### src/rtl/fade_pkg.sv
// Shared state encodings and level limits for the day/night fade sequencer.
package fade_pkg;

  typedef logic [2:0] fade_state_t;

  localparam fade_state_t ST_IDLE       = 3'd0;
  localparam fade_state_t ST_RISE       = 3'd1;
  localparam fade_state_t ST_HOLD_DAY   = 3'd2;
  localparam fade_state_t ST_FALL       = 3'd3;
  localparam fade_state_t ST_HOLD_NIGHT = 3'd4;

  localparam logic [7:0] LEVEL_MAX = 8'd255;
  localparam logic [7:0] LEVEL_MIN = 8'd0;

  function automatic logic is_legal(input fade_state_t s);
    return s <= ST_HOLD_NIGHT;
  endfunction

endpackage

### src/rtl/fade_tick_prescaler.sv
// Step-period prescaler: ticks once every period+1 enabled clocks.
module fade_tick_prescaler #(
  parameter int PRESCALE_W = 20
) (
  input  logic                  clk,
  input  logic                  rst_n,
  input  logic                  en,
  input  logic                  clr,
  input  logic [PRESCALE_W-1:0] period,
  output logic                  tick
);

  logic [PRESCALE_W-1:0] r_cnt;

  // >= so a period lowered below the running count fires at once
  assign tick = en && (r_cnt >= period);

  always_ff @(posedge clk) begin
    if (!rst_n)   r_cnt <= '0;
    else if (clr) r_cnt <= '0;
    else if (en)  r_cnt <= tick ? '0 : r_cnt + PRESCALE_W'(1);
  end

endmodule

### src/rtl/fade_sequencer.sv
// Day/night fade sequencer: ramps an 8-bit level up, dwells, ramps down, dwells.
module fade_sequencer
  import fade_pkg::*;
#(
  parameter int PRESCALE_W = 20,
  parameter int HOLD_W     = 8
) (
  input  logic                  clk,
  input  logic                  rst_n,
  input  logic                  run,
  input  logic                  restart,
  input  logic [PRESCALE_W-1:0] step_period,
  input  logic [HOLD_W-1:0]     hold_ticks,
  output logic [7:0]            level,
  output logic                  direction,
  output logic [2:0]            state,
  output logic                  step,
  output logic                  cycle_done
);

  fade_state_t       r_state, w_next_state;
  logic [7:0]        r_level, w_level_nxt;
  logic [HOLD_W-1:0] r_hold_cnt, w_hold_cnt_nxt;
  logic [HOLD_W-1:0] r_hold_lat, w_hold_lat_nxt;
  logic              r_dir, r_step, r_done;
  logic              w_dir_nxt, w_step_nxt, w_done_nxt;
  logic              w_tick, w_presc_en, w_presc_clr;

  assign w_presc_en  = run && (r_state != ST_IDLE) && is_legal(r_state);
  assign w_presc_clr = restart || (r_state == ST_IDLE);

  fade_tick_prescaler #(.PRESCALE_W(PRESCALE_W)) u_presc (
    .clk    (clk),
    .rst_n  (rst_n),
    .en     (w_presc_en),
    .clr    (w_presc_clr),
    .period (step_period),
    .tick   (w_tick)
  );

  // State register; illegal encodings recover even while frozen
  always_ff @(posedge clk) begin
    if (!rst_n)                r_state <= ST_IDLE;
    else if (restart)          r_state <= run ? ST_RISE : ST_IDLE;
    else if (run)              r_state <= w_next_state;
    else if (!is_legal(r_state)) r_state <= ST_IDLE;
  end

  always_comb begin
    w_next_state = r_state;
    case (r_state)
      ST_IDLE:       w_next_state = ST_RISE;
      ST_RISE:       if (w_tick && r_level == LEVEL_MAX - 8'd1) w_next_state = ST_HOLD_DAY;
      ST_HOLD_DAY:   if (w_tick && r_hold_cnt == r_hold_lat)    w_next_state = ST_FALL;
      ST_FALL:       if (w_tick && r_level == LEVEL_MIN + 8'd1) w_next_state = ST_HOLD_NIGHT;
      ST_HOLD_NIGHT: if (w_tick && r_hold_cnt == r_hold_lat)    w_next_state = ST_RISE;
      default:       w_next_state = ST_IDLE;
    endcase
  end

  always_comb begin
    w_level_nxt    = r_level;
    w_hold_cnt_nxt = r_hold_cnt;
    w_hold_lat_nxt = r_hold_lat;
    w_step_nxt     = 1'b0;
    w_done_nxt     = 1'b0;
    case (r_state)
      ST_RISE: if (w_tick && r_level != LEVEL_MAX) begin
        w_level_nxt = r_level + 8'd1;
        w_step_nxt  = 1'b1;
        if (r_level == LEVEL_MAX - 8'd1) begin
          w_hold_cnt_nxt = '0;
          w_hold_lat_nxt = hold_ticks;
        end
      end
      ST_FALL: if (w_tick && r_level != LEVEL_MIN) begin
        w_level_nxt = r_level - 8'd1;
        w_step_nxt  = 1'b1;
        if (r_level == LEVEL_MIN + 8'd1) begin
          w_hold_cnt_nxt = '0;
          w_hold_lat_nxt = hold_ticks;
          w_done_nxt     = 1'b1;
        end
      end
      ST_HOLD_DAY, ST_HOLD_NIGHT: if (w_tick)
        w_hold_cnt_nxt = (r_hold_cnt == r_hold_lat) ? '0 : r_hold_cnt + HOLD_W'(1);
      default: ;
    endcase
    w_dir_nxt = (w_next_state == ST_HOLD_DAY) || (w_next_state == ST_FALL);
  end

  always_ff @(posedge clk) begin
    if (!rst_n) begin
      r_level    <= LEVEL_MIN;
      r_hold_cnt <= '0;
      r_hold_lat <= '0;
      r_dir      <= 1'b0;
      r_step     <= 1'b0;
      r_done     <= 1'b0;
    end else if (restart) begin
      r_level    <= LEVEL_MIN;
      r_hold_cnt <= '0;
      r_dir      <= 1'b0;
      r_step     <= 1'b0;
      r_done     <= 1'b0;
    end else if (run) begin
      r_level    <= w_level_nxt;
      r_hold_cnt <= w_hold_cnt_nxt;
      r_hold_lat <= w_hold_lat_nxt;
      r_dir      <= w_dir_nxt;
      r_step     <= w_step_nxt;
      r_done     <= w_done_nxt;
    end else begin
      r_step     <= 1'b0;
      r_done     <= 1'b0;
    end
  end

  assign level      = r_level;
  assign direction  = r_dir;
  assign state      = r_state;
  assign step       = r_step;
  assign cycle_done = r_done;

endmodule

### config.mk
export PLATFORM = sky130hd
export DESIGN_NAME = fade_sequencer
export DESIGN_NICKNAME = d
export VERILOG_FILES = /design/src/rtl/fade_pkg.sv /design/src/rtl/fade_tick_prescaler.sv /design/src/rtl/fade_sequencer.sv
export SDC_FILE = /design/constraint.sdc
export NUM_CORES = 1
export LEC_CHECK = 0
export ABC_AREA = 1
export CAP_MARGIN = 25
export CELL_PAD_IN_SITES_DETAIL_PLACEMENT = 1
export CELL_PAD_IN_SITES_GLOBAL_PLACEMENT = 1
export CORE_MARGIN = 1
export CORE_UTILIZATION = 30
export DETAILED_ROUTE_END_ITERATION = 8
export PLACE_DENSITY = 0.62
export SETUP_SLACK_MARGIN = 0.3
export SYNTH_ARGS = -nofsm -noshare
export SYNTH_HDL_FRONTEND = slang
export SYNTH_SLANG_ARGS = --single-unit
### constraint.sdc
create_clock -name clk -period 2.9 [get_ports clk]
set_input_delay 0.58 -clock clk [delete_from_list [all_inputs] [get_ports clk]]
set_output_delay 0.58 -clock clk [all_outputs]
set_load 0.02 [all_outputs]
=== After elaboration in Yosys (flattened, before gate mapping) ===
Cells that the tools add are included.
Widths: inputs -> output; s select.

* Flip-flop bits (word level): 50
* Output and inout port bits: 14
* Logic and storage cells: 87
* Bits in read-only memories: 0
* Memories: 0
* Bits in writable memories: 0
* Bits in latches: 0
* Input port bits: 32

* Muxes and demuxes: 29
* Magnitude comparators: 2
* Div/mod/pow operators: 0
* Shifts and indexed selects: 0
* $mul: 0
* Add/sub/neg operators: 4
* Equal/unequal tests: 16
* Bitwise logic cells: 5
* Reductions and logical operators: 23

{| class="wikitable"
|+ Operator list
! kind !! count
|-
| $mux 8 || 12
|-
| $pmux 8 s2 || 2
|-
| $pmux 8 s3 || 1
|-
| $mux 3 || 7
|-
| $add 20x1->20 const B || 1
|-
| $ge 20x20->1 || 1
|-
| $mux 20 || 1
|-
| $add 8x1->8 const B || 2
|-
| $pmux 3 s5 || 1
|-
| $reduce_and 7->1 || 2
|-
| $eq 3x2->1 const B || 4
|-
| $eq 8x1->1 const B || 1
|-
| $eq 8x8->1 || 1
|-
| $eq 8x8->1 const B || 1
|-
| $logic_and 1x1->1 || 8
|-
| $ne 2x2->1 const B || 4
|-
| $ne 8x8->1 const B || 1
|-
| $reduce_bool 8->1 || 1
|-
| $sub 8x1->8 const B || 1
|-
| $reduce_bool 3->1 || 2
|-
| $reduce_or 2->1 || 3
|-
| $not 1->1 || 5
|-
| $reduce_or 5->1 || 1
|-
| $mux 1 || 4
|-
| other kinds (11) || 12
|}

=== Depth between registers and ports, before layout ===
* Depth in word-level cells: 9
* Depth in mapped cells: 18
* Mapped depth without buffers: 17

=== Hierarchy ===
Synthesis repeated with hierarchy kept, for this count alone.

* Cells, all modules: 570
* Area, all modules: 3,749.8 µm²

{| class="wikitable"
|+ Modules (own cells, without submodules)
! module !! cells an instance !! area an instance (µm²) !! instances !! sequential area each (µm²)
|-
| fade_sequencer || 331 || 2,132.0 || 1 || 600.6
|-
| fade_tick_prescaler || 239 || 1,617.8 || 1 || 400.4
|}

=== Worst setup path after synthesis ===
OpenSTA, ideal clock, no wires.

* Path kind: input-to-reg
* Start point: input step_period[19]
* End point: register r_level[0], in the netlist level[0]
* Slack: 0.613 ns
* Buffers on the path: 2
* Data required time: 2.765 ns
* Data arrival time: 2.152 ns
* Library setup time: 0.135 ns
* Stages on the path: 16
* Cell sequence: inv_1 > ha_1 > nand2_2 > inv_1 > nand2_1 > nand2_1 > a21oi_1 > nand4_2 > nand2_4 > inv_2 > buf_6 > nand3_2 > nand2_1 > buf_4 > o21ai_1 > a21oi_1

* Word-level cells in the longest chain between the ends: 5
* Elaborated cells between the ends (all ways): 7
* Classes of those cells: 1 x order compare; 2 x eq/ne; 4 x reduce/logical

{| class="wikitable"
|+ Ends and longest elaborated chain
! what !! line !! source
|-
| start, declared || fade_sequencer.sv:12 || <nowiki>input logic [PRESCALE_W-1:0] step_period,</nowiki>
|-
| $ge 20x20->1 (*) || fade_tick_prescaler.sv:16 || <nowiki>assign tick = en && (r_cnt >= period);</nowiki>
|-
| $logic_and 1x1->1 (*) || fade_tick_prescaler.sv:16 ||
|-
| $logic_and 1x1->1 (on tied branches) || fade_sequencer.sv:76, fade_sequencer.sv:68 ||
|-
| $ne 2x2->1 (no line) || -- ||
|-
| $reduce_and 4->1 (no line) (*) || -- ||
|-
| end signal, assigned || fade_sequencer.sv:107 || <nowiki>r_level <= w_level_nxt;</nowiki>
|-
| end, declared || fade_sequencer.sv:22 || <nowiki>logic [7:0] r_level, w_level_nxt;</nowiki>
|}

Mark *: on every way between the ends. The rest lies on a longest branch, timed or not.
A chain may end at the register's enable or synchronous reset.

=== Final worst setup path ===
* Start point: input step_period[0]
* End point: register r_hold_lat[7]

* Word-level cells in the longest chain between the ends: 5
* Elaborated cells between the ends (all ways): 7
* Classes of those cells: 1 x order compare; 2 x eq/ne; 4 x reduce/logical

{| class="wikitable"
|+ Ends and longest elaborated chain
! what !! line !! source
|-
| $ge 20x20->1 (*) || fade_tick_prescaler.sv:16 ||
|-
| $logic_and 1x1->1 (*) || fade_tick_prescaler.sv:16 ||
|-
| $logic_and 1x1->1 (on tied branches) || fade_sequencer.sv:76, fade_sequencer.sv:68 ||
|-
| $ne 2x2->1 (no line) || -- ||
|-
| $reduce_and 7->1 (no line) (*) || -- ||
|-
| end signal, assigned || fade_sequencer.sv:109 || <nowiki>r_hold_lat <= w_hold_lat_nxt;</nowiki>
|-
| end, declared || fade_sequencer.sv:24 || <nowiki>logic [HOLD_W-1:0] r_hold_lat, w_hold_lat_nxt;</nowiki>
|}

Marked as above.

==> results.py <==
metrics = {
    "status": {
        "status": "finished, final reports clean",
    },
    "clock_tree": {
        "cts_buffers": 5,
        "clock_sinks": 50,
        "cts-root-buf": "clkbuf_16",
        "clock_latency_ps": 300,
        "clkTransAtPathRegs_ps": 70,
        "cts_tree": "done",
        "h-tree-depth": 2,
        "cts_buffer_depth": 2,
        "ctsHoldBuffers": 0,
    },
    "routing": {
        "drtAntennaViolNets": 0,
        "viasPerCell": 4.634,
        "drc": 0,
        "routed_wl_um": 11020,
        "drt_pass1_iterations": 4,
        "num_vias": 3712,
        "first_iter_violations": 64,
        "wl_per_cell_um": 13.75,
    },
    "synthesis": {
        "ys_ff_latch": 50,
        "synthArstFlopShare": 0,
        "yosysWarningCount": 0,
        "synth_edf_count": 0,
        "syn-num-nets": 622,
        "avgSynthCellArea_um2": 6.665,
        "synthCells": 563,
        "synth_ff_type": "dfxtp_1",
        "synthesis.area_mm2": 0.003752,
        "post_synth_num_cell_types": 41,
        "yosysSeqAreaShare": 0.2668,
    },
    "pwr": {
        "power.net_switching_uw": 401.6,
        "switching_share": 0.2476,
        "vdd_drop_max_mv": 0.1949,
        "p_seq_frac": 0.431,
        "p_leak_uw": 0.002274,
        "clkPwrFrac": 0.434,
        "cellPowerDensity_mw_per_mm2": 313.4,
        "p_int_uw": 1220,
        "combPwrFrac": 0.136,
    },
    "timing": {
        "timing_hold_violations_final": 0,
        "slew_headroom": 0.5196,
        "finalCritPeriodShare": 0.8508,
        "final-setup-viol-count": 0,
        "min_period_ps": 2467,
        "rsz0062_at_grt": "false",
        "worst_slew_pin_slew_ps": 714.6,
        "drv_slew": 0,
        "skew_ps": 8.020,
        "max_freq_ghz": 0.4053,
    },
    "placed_design": {
        "port_buffers": 45,
        "place_congestion": 0.7989,
        "placed_area_mm2": 0.004486,
        "place_inst": 784,
        "hpwlAfterDp_um": 8297,
    },
    "critical_path": {
        "cp-start-kind": "input port",
        "crit_type": "in2reg",
        "timing.rr.start": "u_presc.r_cnt[0]",
        "path_common_cell": "nand2_1",
        "cp_cell_sequence": "clkdlybuf4s50_1 > ha_1 > nand2_2 > nor2_4 > nand2_1 > nor2_1 > nand2_1 > nand4_4 > nand3_2 > a21oi_4 > buf_6 > nand3_4 > nand2_2 > nand2_1 > nor2_1",
        "worstSetupEndpointType": "flip-flop",
        "slowest_delay_ps": 400,
        "crit_family": "simple AND/OR/NAND/NOR gates",
        "r2r_end": "r_hold_lat[7]",
        "cp.required_ps": 3140,
        "ff2ff_setup_slack_ps": 540,
        "cp.depth": 15,
        "crit_path_top_delay_cell": "clkdlybuf4s50_1",
        "setup.worst_path.end": "r_hold_lat[7]",
        "rr_worst_depth": 15,
        "path_max_fanout": 8,
        "critPathArrivalTime_ps": 2710,
        "crit_buf_inv": 2,
        "startpoint": "step_period[0]",
    },
    "global_routing": {
        "grt_usage": 0.1702,
        "grt_pass1_wl_um": 17480,
        "grt_pass1_vias": 3783,
        "grt_max_degree": 15,
        "antenna_found_initial": 0,
        "overflow": 0,
    },
    "layout": {
        "antenna_cells": 0,
        "drive_gt1_frac": 0.2259,
        "fin_cells": 801,
        "nNetsFinal": 692,
        "syn_to_final_growth_pct": 37.95,
        "fillers": 1536,
        "final_common_cell": "nand2_1",
        "multi_input_area_mm2": 0.002745,
        "fin_area_mm2": 0.005176,
        "seq_area_mm2": 0.001001,
        "final_cell_mix": "137 x nand2_1, 66 x nor2_1, 57 x inv_1, 50 x dfxtp_1, 28 x a21oi_1",
    },
    "worst_hold_path": {
        "holdPathStages": 2,
        "hp-class": "reg2reg",
    },
    "floorplanning": {
        "pin_count": 46,
        "initial_core_util": 0.3098,
        "core_mm2": 0.01211,
        "die_width_um": 113.8,
        "fp-row-count": 40,
        "die_area_mm2": 0.01296,
        "die_h_um": 113.8,
    },
    "run": {
        "drv_cap": 0,
    },
}
-- Yosys cell counts (3+ instances only) --
library cell | count | area share
nand2_1 | 150 | 0.15
ha_1 | 27 | 0.090
a31oi_1 | 3 | 0.0050
nor2_1 | 75 | 0.075
inv_1 | 77 | 0.077
nor3b_1 | 5 | 0.010
nor2_2 | 5 | 0.0083
nand3_2 | 4 | 0.011
xor2_1 | 21 | 0.049
inv_2 | 7 | 0.0070
buf_2 | 3 | 0.0040
a21oi_1 | 29 | 0.039
nand3_1 | 27 | 0.036
nand2_2 | 6 | 0.010
nor2_4 | 6 | 0.018
buf_6 | 4 | 0.012
xnor2_1 | 8 | 0.019
nor4_1 | 4 | 0.0067
nor3_1 | 14 | 0.019
nand4_1 | 10 | 0.017
nand3_4 | 3 | 0.014
dfxtp_1 | 50 | 0.27
-- cells by family (layout without fill, tap and decap cells) --
logic type | after synthesis | count (layout) | share of synthesized area
DFF | 50 | 50 | 0.2668
AOI/OAI and AO/OA | 43 | 43 | 0.06903
adders and majority gates | 27 | 27 | 0.09003
buffers and inverters | 95 | 163 | 0.1064
and+or+nand+nor | 319 | 321 | 0.4001
xor gates and xnor gates | 29 | 29 | 0.06769
-- cell type report --
class,count,area share
inverters,85,0.06309
clock inverters,1,0.005801
repair buffers,71,0.1400
flip-flops and latches,50,0.1934
multi-input cells,420,0.5303
well taps,168,0.04061
clock buffers,6,0.02683
-- layer usage --
layer / share of wire / global-route usage / vias to the layer above
met1: 0.43 / 0.1872 / 1756
met3: 0.020 / 0.02285 / 10
met5: 0 / 0 / -
li1: - / - / 1911
met2: 0.54 / 0.3394 / 35
met4: 0.014 / 0.04242 / 0
-- worst min path at each step --
stage | from | end | slack, ps
floorplan | u_presc.r_cnt[1] | u_presc.r_cnt[1] | 470
global placement | direction | direction | 460
detailed placement | direction | direction | 470
CTS | direction | direction | 480
global route | direction | direction | 500
finish | direction | direction | 480
-- stage by stage --
step / setup WS, ps / hold WS (ps) / TNS (ps) / total power, µW / util
floorplan: 613.2 / 474.1 / 0 / 809.8 / -
global placement: -150.4 / 463.3 / -1808 / 887.3 / 0.3704
detailed placement: -194.8 / 468.4 / -3838 / 893.3 / 0.3704
CTS: 304.7 / 482.8 / 0 / 1617 / 0.3968
global route: 312.4 / 497.6 / 0 / 1685 / 0.4274
finish: 432.5 / 480.1 / 0 / 1622 / 0.4274
-- worst register-to-register path: stages, from the launching register on --
cell,delay (ps)
dfxtp_1,420
inv_1,140
ha_1,310
nand2_2,60
nor2_4,80
nand2_1,50
nor2_1,120
nand2_1,100
nand4_4,150
nand3_2,110
a21oi_4,210
buf_6,130
nand3_4,160
nand2_2,130
nand2_1,50
nor2_1,80
-- sequential cells by signal (all words and copies together) (netlist names) --
register       count
r_hold_lat         8
r_hold_cnt         8
level              8
direction          1
cycle_done         1
state              3
step               1
u_presc.r_cnt     20
-- what timing repair did --
item,CTS,global route
gates cloned,1,1
gates resized for setup,21,80
pin swaps,8,38
endpoints found under the setup margin,41,43
buffers inserted,6,2
-- power by group through the flow --
stage / logic, µW / clock network [µW] / registers, µW
3_5_place_dp: 178 / 0 / 715
3_3_place_gp: 172 / 0 / 715
6_report: 220 / 703 / 699
2_1_floorplan: 95.3 / 0 / 714
5_1_grt: 242 / 744 / 700
4_1_cts: 192 / 726 / 699
Power figures use the tool's default switching activity.
